==> src/rtl/ps2_pkg.sv <==
// ---------------------------------------------------------------------------
// ps2_pkg
//
// Shared definitions for the PS/2 host-side blocks (transmitter, receiver and
// the ps2c glitch filter they share).
//
// Contents:
//   ps2_state_e        transmitter state encoding
//   PS2_FILTER_LEN     default ps2c glitch-filter depth (clk samples)
//   PS2_RTS_CYCLES     default request-to-send hold time (100 us @ 50 MHz)
//   PS2_TIMEOUT_CYCLES default watchdog length (15 ms @ 50 MHz)
//   odd_parity()       parity bit that makes the 9-bit {parity, data} odd
// ---------------------------------------------------------------------------
package ps2_pkg;

  typedef enum logic [2:0] {
    ST_IDLE  = 3'd0,
    ST_RTS   = 3'd1,
    ST_START = 3'd2,
    ST_DATA  = 3'd3,
    ST_STOP  = 3'd4,
    ST_DONE  = 3'd5
  } ps2_state_e;

  localparam int PS2_FILTER_LEN     = 8;
  localparam int PS2_RTS_CYCLES     = 5000;
  localparam int PS2_TIMEOUT_CYCLES = 750000;

  // PS/2 uses odd parity: the bit is 1 when the data byte has an even number
  // of ones, so that data plus parity always carries an odd count.
  function automatic logic odd_parity(input logic [7:0] data);
    return ~(^data);
  endfunction

endpackage

==> src/rtl/ps2_clk_filter.sv <==
// ---------------------------------------------------------------------------
// ps2_clk_filter
//
// Debounces the device-driven PS/2 clock and flags its falling edges. The
// raw pin is shifted into a FILTER_LEN-deep register; the filtered clock only
// changes once the whole register agrees, so short glitches are absorbed.
// Shared by the PS/2 transmitter and receiver.
//
// Ports:
//   clk          in   system clock
//   reset        in   asynchronous, active-high
//   ps2c_i       in   raw ps2c pin value
//   f_ps2c_o     out  filtered ps2c (registered)
//   fall_edge_o  out  1 in the cycle the filtered clock is about to drop
// ---------------------------------------------------------------------------
module ps2_clk_filter
  import ps2_pkg::*;
#(
  parameter int FILTER_LEN = PS2_FILTER_LEN
) (
  input  logic clk,
  input  logic reset,
  input  logic ps2c_i,
  output logic f_ps2c_o,
  output logic fall_edge_o
);

  logic [FILTER_LEN-1:0] filter_q;
  logic [FILTER_LEN-1:0] filter_d;
  logic                  f_ps2c_q;
  logic                  f_ps2c_d;

  // Newest sample enters at the MSB.
  assign filter_d = {ps2c_i, filter_q[FILTER_LEN-1:1]};

  // Hysteresis: switch only on unanimous history, otherwise hold.
  always_comb begin
    f_ps2c_d = f_ps2c_q;
    if (&filter_q) begin
      f_ps2c_d = 1'b1;
    end else if (~|filter_q) begin
      f_ps2c_d = 1'b0;
    end
  end

  always_ff @(posedge clk or posedge reset) begin
    if (reset) begin
      filter_q <= '0;
      f_ps2c_q <= 1'b0;
    end else begin
      filter_q <= filter_d;
      f_ps2c_q <= f_ps2c_d;
    end
  end

  assign f_ps2c_o    = f_ps2c_q;
  assign fall_edge_o = f_ps2c_q & ~f_ps2c_d;

endmodule

==> src/rtl/ps2_tx.sv <==
// ---------------------------------------------------------------------------
// ps2_tx
//
// Host-to-device PS/2 transmitter. Sends one command byte to a keyboard or
// mouse over the shared open-drain ps2c/ps2d lines: request-to-send (ps2c
// held low), start bit 0, 8 data bits LSB first, odd parity, stop bit 1.
// The device generates the clock; data is changed on each filtered falling
// edge of ps2c. tx_idle gates the neighbouring receiver so it never samples
// our own frame.
//
// Optional feature (macro PS2_TX_TIMEOUT_EN): a watchdog aborts the frame if
// the device stops clocking for TIMEOUT_CYCLES cycles while we wait for it
// (start/data/stop). The abort releases both lines and pulses tx_err_tick.
// Without the macro tx_err_tick is tied 0 and the block waits indefinitely.
//
// Handshake: wr_ps2 is a request sampled only while tx_idle=1; the byte on
// din is captured in that same cycle. Requests while busy are dropped, not
// queued. Exactly one of tx_done_tick / tx_err_tick pulses per accepted
// request unless reset intervenes.
//
// Ports:
//   clk           in   system clock
//   reset         in   asynchronous, active-high
//   wr_ps2        in   start request (sampled only in idle)
//   din[7:0]      in   byte to send
//   ps2c_in       in   ps2c pin value
//   ps2d_in       in   ps2d pin value (reserved for ack checking, unused)
//   ps2c_oe       out  1 = drive ps2c low (registered)
//   ps2d_oe       out  1 = drive ps2d low (registered)
//   tx_idle       out  1 while idle
//   tx_done_tick  out  one-cycle pulse when a frame completes
//   tx_err_tick   out  one-cycle pulse on watchdog abort
//   dbg_state_o   out  current FSM state, for observation only
// ---------------------------------------------------------------------------
module ps2_tx
  import ps2_pkg::*;
#(
  parameter int RTS_CYCLES     = PS2_RTS_CYCLES,
  parameter int FILTER_LEN     = PS2_FILTER_LEN,
  parameter int TIMEOUT_CYCLES = PS2_TIMEOUT_CYCLES
) (
  input  logic       clk,
  input  logic       reset,
  input  logic       wr_ps2,
  input  logic [7:0] din,
  input  logic       ps2c_in,
  input  logic       ps2d_in,
  output logic       ps2c_oe,
  output logic       ps2d_oe,
  output logic       tx_idle,
  output logic       tx_done_tick,
  output logic       tx_err_tick,
  output ps2_state_e dbg_state_o
);

  localparam int                RTS_W    = (RTS_CYCLES > 1) ? $clog2(RTS_CYCLES) : 1;
  localparam logic [RTS_W-1:0]  RTS_LOAD = RTS_W'(RTS_CYCLES - 1);
  localparam logic [RTS_W-1:0]  RTS_ONE  = RTS_W'(1);

  // ---------------------------------------------------------------------------
  // Clock filter / edge detect (runs in every state)
  // ---------------------------------------------------------------------------
  logic f_ps2c;
  logic fall_edge;

  ps2_clk_filter #(
    .FILTER_LEN (FILTER_LEN)
  ) u_filter (
    .clk         (clk),
    .reset       (reset),
    .ps2c_i      (ps2c_in),
    .f_ps2c_o    (f_ps2c),
    .fall_edge_o (fall_edge)
  );

  // The filtered level is for the receiver; the data pin is kept for a later
  // ack check. Neither is needed by this revision of the transmitter.
  logic unused_inputs;
  assign unused_inputs = f_ps2c ^ ps2d_in;

  // ---------------------------------------------------------------------------
  // FSM state and datapath registers
  // ---------------------------------------------------------------------------
  ps2_state_e       state_q;
  logic [RTS_W-1:0] cnt_q;       // request-to-send countdown
  logic [3:0]       n_q;         // bits remaining after the current one
  logic [8:0]       b_q;         // {parity, data}, shifted out LSB first
  logic             ps2c_oe_q;
  logic             ps2d_oe_q;
  logic             tx_idle_q;
  logic             done_q;

  // Waiting for the device: these are the states the watchdog covers.
  logic wait_dev;
  assign wait_dev = (state_q == ST_START) || (state_q == ST_DATA) ||
                    (state_q == ST_STOP);

`ifdef PS2_TX_TIMEOUT_EN
  localparam int               WD_W    = (TIMEOUT_CYCLES > 1) ? $clog2(TIMEOUT_CYCLES) : 1;
  localparam logic [WD_W-1:0]  WD_LOAD = WD_W'(TIMEOUT_CYCLES - 1);
  localparam logic [WD_W-1:0]  WD_ONE  = WD_W'(1);
  logic [WD_W-1:0] wd_q;
  logic            err_q;
`else
  // No watchdog: the timeout length has no effect in this build.
  logic unused_timeout;
  assign unused_timeout = (TIMEOUT_CYCLES == 0);
`endif

  always_ff @(posedge clk or posedge reset) begin
    if (reset) begin
      state_q   <= ST_IDLE;
      cnt_q     <= '0;
      n_q       <= '0;
      b_q       <= '0;
      ps2c_oe_q <= 1'b0;
      ps2d_oe_q <= 1'b0;
      tx_idle_q <= 1'b1;
      done_q    <= 1'b0;
`ifdef PS2_TX_TIMEOUT_EN
      wd_q      <= '0;
      err_q     <= 1'b0;
`endif
    end else begin
      done_q <= 1'b0;
`ifdef PS2_TX_TIMEOUT_EN
      err_q  <= 1'b0;
`endif
      case (state_q)
        ST_IDLE: begin
          if (wr_ps2) begin
            b_q       <= {odd_parity(din), din};
            cnt_q     <= RTS_LOAD;
            ps2c_oe_q <= 1'b1;
            tx_idle_q <= 1'b0;
            state_q   <= ST_RTS;
          end
        end

        // Our own low pulse on ps2c produces filtered edges here; they are
        // deliberately ignored.
        ST_RTS: begin
          if (cnt_q == '0) begin
            ps2c_oe_q <= 1'b0;
            ps2d_oe_q <= 1'b1;     // start bit
            state_q   <= ST_START;
          end else begin
            cnt_q <= cnt_q - RTS_ONE;
          end
        end

        ST_START: begin
          if (fall_edge) begin
            n_q       <= 4'd8;
            ps2d_oe_q <= ~b_q[0];
            state_q   <= ST_DATA;
          end
        end

        // Nine bits leave from here: eight data bits then the parity bit.
        // The output for the next bit is taken from b_q[1] because the shift
        // lands in the same edge.
        ST_DATA: begin
          if (fall_edge) begin
            b_q <= {1'b0, b_q[8:1]};
            if (n_q == 4'd0) begin
              ps2d_oe_q <= 1'b0;   // stop bit: release the line
              state_q   <= ST_STOP;
            end else begin
              n_q       <= n_q - 4'd1;
              ps2d_oe_q <= ~b_q[1];
            end
          end
        end

        ST_STOP: begin
          if (fall_edge) begin
            done_q  <= 1'b1;
            state_q <= ST_DONE;
          end
        end

        ST_DONE: begin
          tx_idle_q <= 1'b1;
          state_q   <= ST_IDLE;
        end

        default: begin
          ps2c_oe_q <= 1'b0;
          ps2d_oe_q <= 1'b0;
          tx_idle_q <= 1'b1;
          state_q   <= ST_IDLE;
        end
      endcase

`ifdef PS2_TX_TIMEOUT_EN
      // Reload on entry to start and on every device edge while waiting; a
      // device edge always wins over expiry in the same cycle. Placed after
      // the case so an abort overrides the state's own assignments.
      if ((state_q == ST_RTS && cnt_q == '0) || (wait_dev && fall_edge)) begin
        wd_q <= WD_LOAD;
      end else if (wait_dev) begin
        if (wd_q == '0) begin
          ps2c_oe_q <= 1'b0;
          ps2d_oe_q <= 1'b0;
          tx_idle_q <= 1'b1;
          err_q     <= 1'b1;
          state_q   <= ST_IDLE;
        end else begin
          wd_q <= wd_q - WD_ONE;
        end
      end
`endif
    end
  end

  assign ps2c_oe      = ps2c_oe_q;
  assign ps2d_oe      = ps2d_oe_q;
  assign tx_idle      = tx_idle_q;
  assign tx_done_tick = done_q;
  assign dbg_state_o  = state_q;

`ifdef PS2_TX_TIMEOUT_EN
  assign tx_err_tick = err_q;
`else
  logic unused_wait_dev;
  assign unused_wait_dev = wait_dev;
  assign tx_err_tick = 1'b0;
`endif

endmodule

==> config.mk <==
export PLATFORM = sky130hd
export DESIGN_NAME = ps2_tx
export DESIGN_NICKNAME = d
export VERILOG_FILES = /design/src/rtl/ps2_pkg.sv /design/src/rtl/ps2_clk_filter.sv /design/src/rtl/ps2_tx.sv
export SDC_FILE = /design/constraint.sdc
export NUM_CORES = 1
export LEC_CHECK = 0
export ABC_AREA = 1
export CAP_MARGIN = 5
export CORE_ASPECT_RATIO = 1.1
export CORE_MARGIN = 2
export CORE_UTILIZATION = 62
export DETAILED_ROUTE_END_ITERATION = 6
export GPL_ROUTABILITY_DRIVEN = 1
export PLACE_DENSITY = 0.85
export SYNTH_ARGS = -nofsm -noshare
export SYNTH_HDL_FRONTEND = slang
export SYNTH_HIERARCHICAL = 1
export SYNTH_SLANG_ARGS = --single-unit
==> constraint.sdc <==
create_clock -name clk -period 2.4 [get_ports clk]
set_input_delay 0.48 -clock clk [delete_from_list [all_inputs] [get_ports clk]]
set_output_delay 0.48 -clock clk [all_outputs]
set_load 0.01 [all_outputs]
==> run metrics, run 1 <==
Sw Pwr 1.277 mW; ys async rst share 1.000; clock-pin slew on the worst setup and hold paths 90 ps; Post-Layout Inst Area about 2700 µm²; CTS H-tree depth 2; number of global-route vias before repair 1816; HPWL after DPL 3286 µm; GRT Resource Usage Total 0.2239; Critical Path RT 1920 ps; final setup violation count 0; reg2reg path depth 7; Fillers 307; placement row count 23; Syn Nets 336; CP startpoint kind flip-flop; Setup crit end kind output pin; antenna violations before repair 0; HP Class reg2reg; Power Density 1072 nW/µm²; RSZ-0062 raised after global routing false; first-pass GRT wire length 7990 µm; Lkg Pwr around 1.3 nW; Hold Path Cell Cnt 0; Largest delay share family, worst path buffers and inverters; Post-DP Area between 2000 and 3000 µm²; Seq pwr share 0.375; Root Driver clkbuf_8; Final TNS setup 0 ps; DR vias between 1500 and 2000; DRT Wirelength 4372 µm; Net Sw Frac 0.4361; fin nets 357; Core Util, Final 0.7358; internal power roughly 1.7 mW; DRC 0; # port buffers 18; Final Cycle Share 0.8162; Ant. Diodes 0; clock power share 0.161; crit-path max FO 10; # hold bufs at CTS 0; die area 4445 µm²; Synth cell types 30; CTS tree built; Final Max Tran Viols 0; routability cong. 0.8571; vias per cell slightly above 5; die height 69.73 µm; Mapped Area about 2400 µm²; count of final hold-check violations 0; setup repair bufs after CTS 0; CP arrival approximately 1500 ps; Placeable Area 3712 µm²; syn avg cell area 7.681 µm²; Hold Startpoint u_filter/filter_q[1]$_DFF_PP0_; clock sinks 42; Critical-path top delay cell clkdlybuf4s50_1; fmax 510.5 MHz; Mapped Cells 317; post-cts sizing count 0; Ys Warns 6; worst flop-to-flop path endpoint cnt_q[2]$_DFFE_PP0P_; largest net degree at the start of global routing 34; Max stage delay on crit path 620 ps; reg2reg start dbg_state_o[1]$_DFFE_PP0P_; Min-Delay Endpoint u_filter/filter_q[0]$_DFF_PP0_; DRT iter0 DRCs 150; worst-skew pair later-pin latency 300 ps; Setup CP Type reg2out; Buf/Inv on CP 1; sequential fraction of the synthesis area 0.4322; Layout area overhead 12.18%; CTS Buffer Depth 2; Initial Utilization 0.6559; IO Count 21; Num CTS Buffers 5; Wirelength per Cell between 10 and 15 µm; EDFF count, synth 0; Overall Power between 2 and 3 mW; Hold WS 399.1 ps; number of synthesized register bits 42; Main synth FF type dfrtp_1; maximum VDD drop 0.0006385 V; max cap viols 0; Worst R2R Setup Slack 610 ps; Die X between 60 and 70 µm; Critical Path, Cell by Cell clkdlybuf4s50_1; minimum clock period 1959 ps; ratio of cells with drive above 1 in the final layout 0.07965; Final Skew 11.79 ps; GRT overflow 0; Final ANT Viol Nets 0; combinational share of power 0.464; outcome finished, final reports clean; router iterations before antenna repair 4
==> layer usage <==
metal	vias to the layer above	GRT usage	routed length, µm
met3	5	0.04383	94
met1	897	0.2998	2075
met2	21	0.3696	2158
met4	0	0.06280	44
met5	-	0	0
li1	1038	-	-
==> power groups by stage <==
stage	logic (mW)	registers (mW)	clock network (mW)
final	1.36	1.10	0.471
after global routing	1.56	1.13	0.514
after CTS	1.37	1.10	0.481
after detailed placement	1.35	1.11	0
after global placement	1.32	1.10	0
after floorplan	1.09	1.08	0
==> logic make-up (layout without fill, tap and decap cells) <==
family	count (synthesis)	in the layout	share of synthesized area
compound gates	37	37	0.09661
xor+xnor	13	13	0.04676
fa+ha+maj	6	6	0.03083
buf+inv	47	69	0.08787
flops	42	42	0.4322
other cells	1	1	0.001540
simple gates	171	171	0.3042
==> sequential cells by signal, indices dropped and copies added (netlist names) <==
register,cells
tx_idle,1
u_filter/f_ps2c_o,1
cnt_q,13
u_filter/filter_q,8
n_q,4
tx_done_tick,1
ps2c_oe,1
ps2d_oe,1
b_q,9
dbg_state_o,3
==> final cells by class <==
cell class | instances | area, µm² | share of cell area
multi-input combinational | 228 | 1169 | 0.4279
sequential | 42 | 1052 | 0.3852
timing repair buffer | 21 | 202.7 | 0.07421
inverter | 40 | 150.1 | 0.05497
clock buffer | 6 | 82.58 | 0.03023
tap | 50 | 62.56 | 0.02290
clock inverter | 2 | 12.51 | 0.004581
==> cell usage in the layout, fill, tap and decap left out, types with 3 or more instances in the layout <==
master,instances
clkbuf_8,6
nor2_1,30
nand2_2,3
inv_1,38
nand2_1,104
xor2_1,7
o21ai_0,19
ha_1,6
clkdlybuf4s50_1,18
nand3_1,23
dfrtp_1,41
o211ai_1,8
buf_4,3
nor2_2,3
xnor2_1,6
o21ai_1,3
==> through the flow <==
| stage | setup WS [ps] | std cells |
|---|---|---|
| floorplan | 947.3 | 317 |
| global placement | 514.5 | 381 |
| detailed placement | 506.4 | 381 |
| CTS | 426.4 | 389 |
| global route | 374.5 | 389 |
| finish | 441.1 | 389 |
==> worst max-delay path by stage <==
stage,from,end,slack (ps),depth (start not counted)
5_1_grt,dbg_state_o[1]$_DFFE_PP0P_,dbg_state_o[1],370,1
3_3_place_gp,wr_ps2,cnt_q[2]$_DFFE_PP0P_,510,7
2_1_floorplan,u_filter/filter_q[1]$_DFF_PP0_,b_q[0]$_DFFE_PP0P_,950,10
3_5_place_dp,wr_ps2,cnt_q[2]$_DFFE_PP0P_,510,7
4_1_cts,dbg_state_o[1]$_DFFE_PP0P_,dbg_state_o[1],430,1
6_report,dbg_state_o[1]$_DFFE_PP0P_,dbg_state_o[1],440,1
==> cells in the mapped netlist (all sizes together) (2+ instances only) <==
library cell  number  share of area
nand2            107           0.17
dfrtp             41           0.42
inv               40          0.062
nor2              33          0.054
nand3             25          0.062
o21ai             24          0.052
o211ai             8          0.025
buf                7          0.026
xor2               7          0.025
ha                 6          0.031
xnor2              6          0.022
a21oi              2         0.0057
nand3b             2         0.0062
nor3               2         0.0087
o22ai              2          0.011
No activity file was read; power rests on OpenSTA's default activity.
==> inputs of run 2 (changes only) <==
--- a/config.mk
+++ b/config.mk
@@ -9,10 +9,10 @@
 export CAP_MARGIN = 5
 export CORE_ASPECT_RATIO = 1.1
 export CORE_MARGIN = 2
-export CORE_UTILIZATION = 62
+export CORE_UTILIZATION = 52
 export DETAILED_ROUTE_END_ITERATION = 6
 export GPL_ROUTABILITY_DRIVEN = 1
-export PLACE_DENSITY = 0.85
+export PLACE_DENSITY = 0.76
 export SYNTH_ARGS = -nofsm -noshare
 export SYNTH_HDL_FRONTEND = slang
 export SYNTH_HIERARCHICAL = 1
==> constraint.sdc (replaced) <==
create_clock -name clk -period 1.73 [get_ports clk]
set_input_delay 0.346 -clock clk [delete_from_list [all_inputs] [get_ports clk]]
set_output_delay 0.346 -clock clk [all_outputs]
set_load 0.01 [all_outputs]
==> run 2 against run 1 <==
  * Register-to-register slack worse by 510 ps
  * Core utilization down 11 points
  * Die area rose by 18%
  * Wire length rose by 12%
  * Largest power group unchanged
  * Critical path type unchanged
  * Sequential share of layout area shrank 1.9 points
  * Count of clock-buffer cells in the layout is 1 higher
  * Critical endpoint unchanged
  * Non-clock buffer count grew 10
  * Power is 56% higher
  * Via count is 6.6% higher
==> run metrics, run 2 (synthesis gave the netlist of run 1 again) <==
CTS H-tree depth 2 (unchanged); worst-skew pair later-pin latency 300 ps (about the same); Final ANT Viol Nets 0 (unchanged); Wirelength per Cell 12.11 µm (+7.7%); Lkg Pwr 1.420 nW (+5.7%); reg2reg path depth 8 (+1); minimum clock period 1690 ps; first-pass GRT wire length 7962 µm (-0.35%); Final Max Tran Viols 0 (unchanged); largest net degree at the start of global routing 34 (unchanged); final setup violation count 0 (unchanged); dpl ws 20.60 ps (-485.8 ps); PnR worst setup slack 40.44 ps (-400.6 ps); Max stage delay on crit path 590 ps (-30 ps); clock-pin slew on the worst setup and hold paths 80 ps (about the same); router iterations before antenna repair 4 (unchanged); FF/Latch Area 1056 µm² (+0.36%); max reg flops 13 (unchanged); Critical-path top delay cell clkdlybuf4s50_1; maximum VDD drop 0.0007008 V (+9.8%); DRT iter0 DRCs 120 (-20%); critical path depth 1 (unchanged); Power Density 1579 nW/µm² (+47%); Largest delay share family, worst path buffers and inverters; Final Cycle Share 0.9766; Die X 69.25 µm (+8.6%); Layout area overhead 18.55%; # hold bufs at CTS 0 (unchanged); routability cong. 0.8016 (-6.5%); clock sinks 42 (unchanged); CP startpoint kind flip-flop; Setup CP Type reg2out; Fillers 377 (+23%); Final Skew 10.56 ps (-1.238 ps); fin nets 367 (+2.8%); CTS tree built; Ant. Diodes 0 (unchanged); antenna violations before repair 0 (unchanged); Critical Path, Cell by Cell clkdlybuf4s50_1; Biggest register cnt_q; fmax 591.9 MHz; Core Util, Final 0.6293 (-0.1065); HPWL after DPL 3306 µm (+0.60%); number of global-route vias before repair 1890 (+4.1%); max cap viols 0 (unchanged); vias per cell 5.163 (+2.4%); # port buffers 18 (unchanged); placement row count 26 (+13%); Num CTS Buffers 5 (unchanged); Initial Utilization 0.5308 (-0.1251); Setup crit end kind output pin; CP arrival 1340 ps (-140 ps); Buf/Inv on CP 1 (unchanged); IO Count 21 (unchanged); most common cell after layout, fill and taps aside nand2_1; HP Class in2async; die height 75.77 µm (+8.7%); Worst R2R Setup Slack 100 ps (-510 ps); ratio of cells with drive above 1 in the final layout 0.1203 (+0.04070); Placeable Area 4587 µm² (+24%); DRT Wirelength 4903 µm (+12%); Critical Path RT 1380 ps (-540 ps); Root Driver clkbuf_8; largest registers cnt_q (13), b_q (9), u_filter/filter_q (8); area of the multi-input gates 1174 µm² (+0.43%); most frequent cells in the layout nand2_1 (103), dfrtp_1 (38), inv_1 (36), nor2_1 (29), nand3_1 (23); crit-path max FO 8 (-2); DR vias 2091 (+6.6%); die area 5246 µm² (+18%); count of final hold-check violations 0 (unchanged); Hold WS 326.3 ps (-72.81 ps); outcome finished, final reports clean; GRT overflow 0 (unchanged); CTS Buffer Depth 2 (unchanged); DRC 0 (unchanged); GRT Resource Usage Total 0.1881 (-0.03575)
[run 2: cell types whose count changed in the layout (fill, tap and decap cells not counted), sizes merged]
cell / change
buf: +10
bufinv: +1
clkbuf: +1
clkdlybuf4s50: -1
clkinv: -1
clkinvlp: -1
dlymetal6s2s: +1
[run 2: power by group]
group / internal (mW) / leakage, nW / switching, mW
Clock: 0.432 / 0.0524 / 0.330
Combinational: 0.946 / 0.849 / 1.32
Sequential: 1.29 / 0.519 / 0.243
[run 2: cell type report]
cell class	instances	area share
Multi-Input combinational cell	228	0.4066
Sequential cell	42	0.3658
Timing Repair Buffer	31	0.1144
Inverter	40	0.05202
Clock buffer	7	0.02644
Tap cell	56	0.02427
Clock inverter	1	0.01040
[run 2: routing by layer]
| layer | vias up | track usage | part of all wire |
|---|---|---|---|
| li1 | 1067 | - | - |
| met1 | 966 | 0.2259 | 0.43 |
| met2 | 48 | 0.3440 | 0.51 |
| met3 | 10 | 0.04233 | 0.038 |
| met4 | 0 | 0.05664 | 0.019 |
| met5 | - | 0 | 0 |
[run 2: timing repair]
action | 4_1_cts | 5_1_grt
resized for setup | 1 | 7
setup buffers | 0 | 6
setup endpoints to repair | 2 | 16
pin swaps | 1 | 1
[run 2: worst paths after layout]
kind / from / endpoint
setup / recovery: dbg_state_o[1]$_DFFE_PP0P_ / dbg_state_o[1]
hold / removal: reset / u_filter/filter_q[0]$_DFF_PP0_
setup reg to reg: dbg_state_o[1]$_DFFE_PP0P_ / cnt_q[2]$_DFFE_PP0P_
hold reg to reg: u_filter/filter_q[1]$_DFF_PP0_ / u_filter/filter_q[0]$_DFF_PP0_
max in group asynchronous: reset / tx_idle$_DFFE_PP1P_
min in group clk: u_filter/filter_q[1]$_DFF_PP0_ / u_filter/filter_q[0]$_DFF_PP0_
[run 2: through the flow]
stage,area [µm²],instances,total power [mW],setup TNS [ps]
2_1_floorplan,2435,317,3.010,0
3_3_place_gp,2699,391,3.525,0
3_5_place_dp,2699,391,3.593,0
4_1_cts,2806,399,4.374,0
5_1_grt,2887,405,4.937,-5.427
6_report,2887,405,4.557,0
